--- src/rtl/uart_rx_fifo_if.sv ---
// uart_rx_fifo_if: byte stream from the UART receive FIFO to its consumer
interface uart_rx_fifo_if #(
  parameter int DATA_WIDTH = 8,
  parameter int FIFO_DEPTH = 4
);
  logic [DATA_WIDTH-1:0] data_o;
  logic valid_o;
  logic ready_i;
  logic [$clog2(FIFO_DEPTH):0] level_o;
  modport master (output data_o, valid_o, level_o, input ready_i);
  modport slave (input data_o, valid_o, level_o, output ready_i);
endinterface

--- src/rtl/uart_rx_fifo.sv ---
// uart_rx_fifo: 8N1 UART receiver feeding a first-word-fall-through FIFO
module uart_rx_fifo #(
  parameter int DATA_WIDTH = 8,
  parameter int BAUD_RATE = 115200,
  parameter int CLOCK_SPEED = 100000000,
  parameter int FIFO_DEPTH = 4
) (
  input logic clk,
  input logic rst,
  input logic rtx,
  uart_rx_fifo_if.master bus,
  output logic busy_o,
  output logic frame_err_o,
  output logic overrun_o
);
  localparam int CLKS_PER_BIT = CLOCK_SPEED / BAUD_RATE;
  localparam int HALF_BIT = CLKS_PER_BIT / 2;
  localparam int CW = $clog2(CLKS_PER_BIT + 1);
  localparam int IW = $clog2(DATA_WIDTH + 1);
  localparam int AW = $clog2(FIFO_DEPTH);
  localparam logic [2:0] IDLE = 3'd0;
  localparam logic [2:0] START = 3'd1;
  localparam logic [2:0] DATA = 3'd2;
  localparam logic [2:0] STOP = 3'd3;
  localparam logic [2:0] BREAK = 3'd4;
  logic rx_m, rx_s;
  logic [2:0] state;
  logic [CW-1:0] cnt;
  logic [IW-1:0] idx;
  logic [DATA_WIDTH-1:0] shreg;
  logic [DATA_WIDTH-1:0] mem [FIFO_DEPTH];
  logic [AW-1:0] wr_ptr, rd_ptr;
  logic [AW:0] count;
  logic tick_bit, stop_hit, full, pop, push;
  assign tick_bit = cnt == CW'(CLKS_PER_BIT - 1);
  assign stop_hit = state == STOP && tick_bit;
  assign full = count == (AW + 1)'(FIFO_DEPTH);
  assign pop = bus.valid_o && bus.ready_i;
  // a full FIFO still accepts the character when the head leaves in the same cycle
  assign push = stop_hit && rx_s && (!full || pop);
  assign overrun_o = stop_hit && rx_s && full && !pop;
  assign frame_err_o = stop_hit && !rx_s;
  assign busy_o = state != IDLE;
  assign bus.valid_o = count != '0;
  assign bus.level_o = count;
  assign bus.data_o = mem[rd_ptr];
  // two-stage synchronizer for the asynchronous pad line
  always_ff @(posedge clk or negedge rst)
    if (!rst) begin
      rx_m <= 1'b1;
      rx_s <= 1'b1;
    end else begin
      rx_m <= rtx;
      rx_s <= rx_m;
    end
  // deframer: half-bit start qualification, then mid-bit sampling of data and stop
  always_ff @(posedge clk or negedge rst)
    if (!rst) begin
      state <= IDLE;
      cnt <= '0;
      idx <= '0;
      shreg <= '0;
    end else
      case (state)
        IDLE: if (!rx_s) begin
          state <= START;
          cnt <= '0;
        end
        START: if (cnt == CW'(HALF_BIT - 1)) begin
          state <= rx_s ? IDLE : DATA;
          cnt <= '0;
          idx <= '0;
        end else cnt <= cnt + 1'b1;
        DATA: if (tick_bit) begin
          shreg <= {rx_s, shreg[DATA_WIDTH-1:1]};
          cnt <= '0;
          idx <= idx + 1'b1;
          if (idx == IW'(DATA_WIDTH - 1)) state <= STOP;
        end else cnt <= cnt + 1'b1;
        STOP: if (tick_bit) begin
          state <= rx_s ? IDLE : BREAK;
          cnt <= '0;
        end else cnt <= cnt + 1'b1;
        BREAK: if (rx_s) state <= IDLE;
        default: state <= IDLE;
      endcase
  // FIFO storage, power-of-two pointers wrap naturally
  always_ff @(posedge clk or negedge rst)
    if (!rst) begin
      wr_ptr <= '0;
      rd_ptr <= '0;
      count <= '0;
      for (int i = 0; i < FIFO_DEPTH; i++) mem[i] <= '0;
    end else begin
      if (push) begin
        mem[wr_ptr] <= shreg;
        wr_ptr <= wr_ptr + 1'b1;
      end
      if (pop) rd_ptr <= rd_ptr + 1'b1;
      count <= count + {{AW{1'b0}}, push} - {{AW{1'b0}}, pop};
    end
endmodule

--- src/flat_wrapper.sv ---
// flat-port wrapper written by rule: the top's interface ports become plain ports
module uart_rx_fifo_flat 
#(
  parameter int DATA_WIDTH = 8,
  parameter int BAUD_RATE = 115200,
  parameter int CLOCK_SPEED = 100000000,
  parameter int FIFO_DEPTH = 4
)
  (clk, rst, rtx, busy_o, frame_err_o, overrun_o, bus_data_o, bus_valid_o, bus_level_o, bus_ready_i);
  uart_rx_fifo_if #(.DATA_WIDTH(DATA_WIDTH), .FIFO_DEPTH(FIFO_DEPTH)) bus_i ();
  input logic clk;
  input logic rst;
  input logic rtx;
  output logic busy_o;
  output logic frame_err_o;
  output logic overrun_o;
  output wire logic [$bits(bus_i.data_o)-1:0] bus_data_o;
  output wire logic [$bits(bus_i.valid_o)-1:0] bus_valid_o;
  output wire logic [$bits(bus_i.level_o)-1:0] bus_level_o;
  input wire logic [$bits(bus_i.ready_i)-1:0] bus_ready_i;
  assign bus_data_o = bus_i.data_o;
  assign bus_valid_o = bus_i.valid_o;
  assign bus_level_o = bus_i.level_o;
  assign bus_i.ready_i = bus_ready_i;
  uart_rx_fifo #(.DATA_WIDTH(DATA_WIDTH), .BAUD_RATE(BAUD_RATE), .CLOCK_SPEED(CLOCK_SPEED), .FIFO_DEPTH(FIFO_DEPTH)) u_core (.clk(clk), .rst(rst), .rtx(rtx), .bus(bus_i), .busy_o(busy_o), .frame_err_o(frame_err_o), .overrun_o(overrun_o));
endmodule
--- config.mk ---
export PLATFORM = sky130hd
export DESIGN_NAME = uart_rx_fifo_flat
export DESIGN_NICKNAME = d
export VERILOG_FILES = /design/src/rtl/uart_rx_fifo_if.sv /design/src/rtl/uart_rx_fifo.sv /design/src/flat_wrapper.sv
export SDC_FILE = /design/constraint.sdc
export NUM_CORES = 1
export LEC_CHECK = 0
export BUFFER_PORTS_ARGS = -buffer_cell sky130_fd_sc_hd__buf_2
export CAP_MARGIN = 20
export CORE_UTILIZATION = 60
export DETAILED_ROUTE_END_ITERATION = 12
export GPL_TIMING_DRIVEN = 0
export PLACE_DENSITY = 0.85
export SLEW_MARGIN = 25
export SYNTH_ARGS = -nofsm -noshare
export SYNTH_HDL_FRONTEND = slang
export SYNTH_SLANG_ARGS = --single-unit
--- constraint.sdc ---
create_clock -name clk -period 3.2 [get_ports clk]
set_clock_uncertainty 0.15 [all_clocks]
set_input_delay 0.48 -clock clk [delete_from_list [all_inputs] [get_ports clk]]
set_output_delay 0.48 -clock clk [all_outputs]
set_load 0.02 [all_outputs]
==> impl_metrics.ini, run 1 <==
[power]
internal_power_mw = 1.513
power_density_nw_per_um2 = 550.7
power_frac_seq_pct = 44.1
switching_share_pct = 25.78
p_leak_nw = 1.754
irDropWorstVdd_mv = 0.4416
p_clk_share_pct = 41.7
p_comb_share_pct = 14.2
p_sw_mw = 0.5254

[critical_path]
crit_end = overrun_o
path_delay_family = simple AND/OR/NAND/NOR gates
worstPathMaxFanout = 6
path_buf_inv = 2
arrival_ps = 2320
path_cells = ha_1, and4bb_2, and4_1, clkbuf_1, nand2_1, nor3_1, buf_2
end_kind = output pin
cp_slowest_stage_delay_ps = 430
reg2reg_from = u_core.cnt[2]$_DFFE_PN0P_
crit_type = flop to output pin
critPathLaunch = u_core.cnt[0]$_DFFE_PN0P_
required_ps = 2570
r2r_end = u_core.bus.level_o[2]$_DFF_PN0_
worst-path-stages = 7
critPathLaunchType = flop
rrSetupSlack_ps = 410
reg2regPathDepth = 9
slowest_stage = dfrtp_1

[place]
place_hpwl_mm = 3.923
placed_cell_area_sq_um = 3450
globalplace.congestion = 0.8122
place_worst_setup_slack_ps = 415.8
io_buffers = 18

[clock_tree]
cts_made_buffers = 9
clock_latency_ps = 340
htreeDepth = 3
cts_tree = yes
cts.sinks = 66
cts_root_buf = clkbuf_8
cts_resized = 0
clock_path_buffers = 2
clk_pin_slew_ps = 70

[drt]
wl_mm = 6.090
route.detailed.drc = 0
dr.pass1.iters = 4
vias = 2142
ant_nets = 0
routed_via_density = 5.934
routedWlPerCell_um = 16.87
drt_iter0_markers = 134

[sta]
period_share_pct = 92.06
worstMarginPinSlew_ps = 839.6
grt_setup_unrepaired = no
final_max_slew_viol_count = 0
fin_crit_ps = 2946
setup_viol = 0
relSlewSlack_pct = 44.03
max_freq_mhz = 339.5
hold_viol = 0
fin_setup_tns_ps = 0
worst_slack_ps = 254.2

[floorplan]
dieArea_sq_um = 5701
die_y_um = 75.51
coreArea_sq_um = 5140
initial_utilization_pct = 63.07
num_io_pins = 19
dieWidth_um = 75.51
num_rows = 26

[global_routing]
grt_use_total_pct = 23.90
grt_use_met1_pct = 33.77
use_met3_pct = 4.762
top_usage_layer = met2
use_met2_pct = 35.22
grt_max_degree = 52
grt_pass1_wl_mm = 9.742
overflow = 0
antenna_found_initial = 0
grt_pass1_vias = 1990

[synthesis]
ys_ff_latch = 66
netlist_area_sq_um = 3242
syn_inst = 255
yosys.area.top_type = dfrtp_1
yosysSeqAreaShare_pct = 51.02
synth_area_per_cell_sq_um = 12.71
ys_types = 51
synth_top_area_share_pct = 49.40
synth-edff-count = 0
synth_area_leaders = dfrtp_1 (49%), mux2_2 (13%), mux4_2 (5.6%), ha_1 (3.5%), mux2_4 (2.3%)
async_flop_share_pct = 100.0
synthFlopType = dfrtp_1
synth_fp_nets = 269
yosys_warnings = 0

[outcome]
status = complete, no violations

[layout]
antenna_cells = 0
drive_gt1_share_pct = 35.05
finalInstanceArea_sq_um = 3701
fin_nets = 300
fillerInstances = 377
areaGrowthSynthToFinish_pct = 14.16

[min_path]
min_path_type = primary input to flop

[flow_run]
drv_cap = 0
[power by group through the flow]
stage | Sequential, mW | Combinational [mW] | Clock [mW]
finish | 0.899 | 0.289 | 0.850
global route | 0.904 | 0.322 | 0.898
CTS | 0.900 | 0.299 | 0.864
detailed placement | 0.915 | 0.295 | 0
global placement | 0.913 | 0.282 | 0
floorplan | 0.935 | 0.182 | 0
[cells in the final DEF (no fill, tap or decap), drive strengths merged, types with 3 or more instances in the layout]
master and n:
a21oi 5, and3 4, buf 26, bufinv 3
clkbuf 15, dfrtp 64, ha 9, inv 11
mux2 41, mux2i 4, mux4 8, nand2 17
nand3 9, nand4 5, nor2 8, nor3 6
o21ai 13, or3 4, xnor2 5
[timing repair]
item / in CTS / in global routing
hold buffers: 1 / 0
buffers inserted: 0 / 0
hold endpoints to repair: 13 / 0
[through the flow]
step,util (%),hold WS [ps],std cells,power [mW]
final,72.01,79.97,361,2.038
after global routing,72.01,62.16,361,2.124
after CTS,72.01,65.11,361,2.062
after detailed placement,67.11,199.1,344,1.210
after global placement,66.53,197.0,343,1.195
after floorplan,-,34.41,255,1.117
[worst register-to-register path: cells and delay by family (launching register included)]
family / cells / cell delay, ps
flops: 1 / 380
simple gates: 3 / 1070
fa+ha+maj: 2 / 610
xor+xnor: 2 / 320
buf+inv: 2 / 190
[cells by family (layout without fill, tap and decap cells)]
kind of cell / Yosys count / in the layout / share of synthesized area, %
buffers and inverters: 22 / 58 / 3.126
flip-flops: 66 / 66 / 51.02
multiplexers: 53 / 53 / 21.61
AND/OR/NAND/NOR: 68 / 68 / 12.66
AO/OA/AOI/OAI: 30 / 30 / 5.867
adder cells (fa/ha/maj): 10 / 10 / 4.091
XOR/XNOR: 6 / 6 / 1.621
[flip-flops by register name (all words and copies together) (netlist names)]
| signal | cells |
|---|---|
| u_core.cnt | 10 |
| u_core.idx | 4 |
| u_core.mem | 32 |
| u_core.wr_ptr | 2 |
| u_core.rd_ptr | 2 |
| u_core.rx_s | 1 |
| u_core.state | 3 |
| u_core.bus.level_o | 3 |
| u_core.shreg | 8 |
| u_core.rx_m | 1 |
[worst min path at each step]
| stage | startpoint | endpoint | slack (ps) | cells after the start |
|---|---|---|---|---|
| 2_1_floorplan | rst | u_core.bus.level_o[0]$_DFF_PN0_ | 30 | 0 |
| 3_3_place_gp | u_core.rx_m$_DFF_PN1_ | u_core.rx_s$_DFF_PN1_ | 200 | 0 |
| 3_5_place_dp | u_core.rx_m$_DFF_PN1_ | u_core.rx_s$_DFF_PN1_ | 200 | 0 |
| 4_1_cts | rtx | u_core.rx_m$_DFF_PN1_ | 70 | 1 |
| 5_1_grt | rtx | u_core.rx_m$_DFF_PN1_ | 60 | 1 |
| 6_report | rtx | u_core.rx_m$_DFF_PN1_ | 80 | 1 |
[cell type report]
cell class	count	area (sq um)	area share, %
tap	70	87.58	2.366
clock buffer	10	127.6	3.448
inverter	10	37.54	1.014
buffer	12	63.81	1.724
multi-input combinational	167	1486	40.16
sequential	66	1654	44.69
timing repair buffer	20	130.1	3.516
clock inverter	6	113.9	3.076
[cells in the mapped netlist, drive strengths merged, types with 2 or more instances]
library cell  instances
nor3b                 2
a21oi                 5
nor3                  6
o31ai                 2
nand3                 9
ha                    9
nand4                 5
buf                   7
o21ai                13
dfstp                 2
dfrtp                64
nor2                  8
mux2                 41
inv                  10
nand2                17
and3                  4
mux4                  8
a22o                  2
xnor2                 5
or3b                  2
mux2i                 4
clkbuf                5
or3                   4
and4                  2
[per-layer routing]
metal / routed length, um / vias to the layer above
met5: 0 / -
met4: 109 / 0
met3: 228 / 10
met2: 2849 / 49
met1: 2903 / 1094
li1: - / 989
(Power assumes the default switching activity.)
==> run 2: changes to the inputs <==
HOLD_SLACK_MARGIN = 0.1   (was not set)
==> impl_metrics.ini, run 2 (same netlist as run 1, synthesis figures left out) <==
[place]
place_hpwl_mm = 3.923
globalplace.congestion = 0.8122
io_buffers = 18
place_worst_setup_slack_ps = 415.8
placed_cell_area_sq_um = 3450

[power]
p_leak_nw = 1.758
power_density_nw_per_um2 = 549.5
irDropWorstVdd_mv = 0.4412

[layout]
multi_input_area_sq_um = 1486
final_util_pct = 72.20
top_register = u_core.mem
final_common_cell = dfrtp_1
areaGrowthSynthToFinish_pct = 14.47
fillerInstances = 376
antenna_cells = 0
layout_common_cells = dfrtp_1 (64), mux2_2 (36), buf_2 (20)
regArea_sq_um = 1654
reg.largest.list = u_core.mem: 32 flops, u_core.cnt: 10 flops, u_core.shreg: 8 flops
largest_register_ffs = 32
fin_nets = 301
drive_gt1_share_pct = 34.93
finalInstanceArea_sq_um = 3711

[floorplan]
coreArea_sq_um = 5140
num_io_pins = 19
num_rows = 26
dieWidth_um = 75.51
initial_utilization_pct = 63.07
die_y_um = 75.51
dieArea_sq_um = 5701

[clock_tree]
cts_tree = yes
cts_hold_buf = 2
postCtsSetupRepairBufs = 0
cts_resized = 0
cts.sinks = 66
cts_root_buf = clkbuf_8
clock_latency_ps = 350
cts_made_buffers = 9
clk_pin_slew_ps = 70
clock_path_buffers = 2
htreeDepth = 3

[drt]
drt_iter0_markers = 112
ant_nets = 0
routed_via_density = 5.873
dr.pass1.iters = 4
routedWlPerCell_um = 16.86
vias = 2126
wl_mm = 6.105
route.detailed.drc = 0

[sta]
relSlewSlack_pct = 44.22
grt_setup_unrepaired = no
hold_viol = 0
final_max_slew_viol_count = 0
worstMarginPinSlew_ps = 836.7
period_share_pct = 92.48
max_freq_mhz = 337.9
fin_crit_ps = 2959
setup_viol = 0
worst_slack_ps = 240.8
fin_setup_tns_ps = 0

[global_routing]
grt_max_degree = 52
grt_use_total_pct = 23.96
grt_pass1_wl_mm = 9.770
overflow = 0
grt_pass1_vias = 2004
antenna_found_initial = 0

[critical_path]
crit_type = flop to output pin
arrival_ps = 2330
end_kind = output pin
required_ps = 2570
worstPathMaxFanout = 6
critPathLaunchType = flop

[outcome]
status = complete, no violations

[flow_run]
drv_cap = 0

[min_path]
min_path_type = flop to flop
-- run 2: changes by cell type in the layout (fill, tap and decap cells not counted), sizes merged --
cell         delta
dlygate4sd3     +1
-- run 2: worst paths after layout --
| path | start | endpoint | slack (ps) | cells past startpoint |
|---|---|---|---|---|
| min reg2reg | u_core.rx_m$_DFF_PN1_ | u_core.rx_s$_DFF_PN1_ | 210 | 0 |
| min in group asynchronous | rst | u_core.cnt[5]$_DFFE_PN0P_ | 390 | 2 |
| max reg2reg | u_core.cnt[2]$_DFFE_PN0P_ | u_core.bus.level_o[2]$_DFF_PN0_ | 390 | 9 |
| max in group asynchronous | rst | u_core.bus.level_o[1]$_DFF_PN0_ | 1990 | 3 |
| min | u_core.rx_m$_DFF_PN1_ | u_core.rx_s$_DFF_PN1_ | 210 | 0 |
| max | u_core.cnt[0]$_DFFE_PN0P_ | overrun_o | 240 | 7 |
-- run 2: report_power, final --
part	internal [mW]	total (mW)	switching, mW
Clock	0.520	0.850	0.330
Sequential	0.871	0.899	0.0273
Combinational	0.122	0.290	0.168
-- run 2: metrics by stage --
stage                     std cells  total power, mW  hold WS, ps
after floorplan                 255            1.117        34.41
after global placement          343            1.195        197.0
final                           362            2.039        207.8
after CTS                       362            2.063        209.2
after detailed placement        344            1.210        199.1
after global routing            362            2.125        214.7
-- run 2: metal layers --
layer  GRT usage, %  vias up  share of wire, %
li1               -      991                 -
met1          33.60     1077                48
met2          35.62       48                47
met3          4.762       10               3.4
met4          12.35        0               1.9
met5              0        -                 0
-- run 2: layout make-up --
type / count / area share [%]
Inverter: 10 / 1.011
Timing Repair Buffer: 21 / 3.776
Clock buffer: 10 / 3.439
Buffer: 12 / 1.719
Tap cell: 70 / 2.360
Sequential cell: 66 / 44.57
Multi-Input combinational cell: 167 / 40.05
Clock inverter: 6 / 3.068
-- run 2: critical path, stage by stage, from the launching register on --
cell      delay (ps)
dfrtp_1          430
ha_1             270
and4bb_2         300
and4_1           190
clkbuf_1         300
nand2_1          160
nor3_1           140
buf_2            190
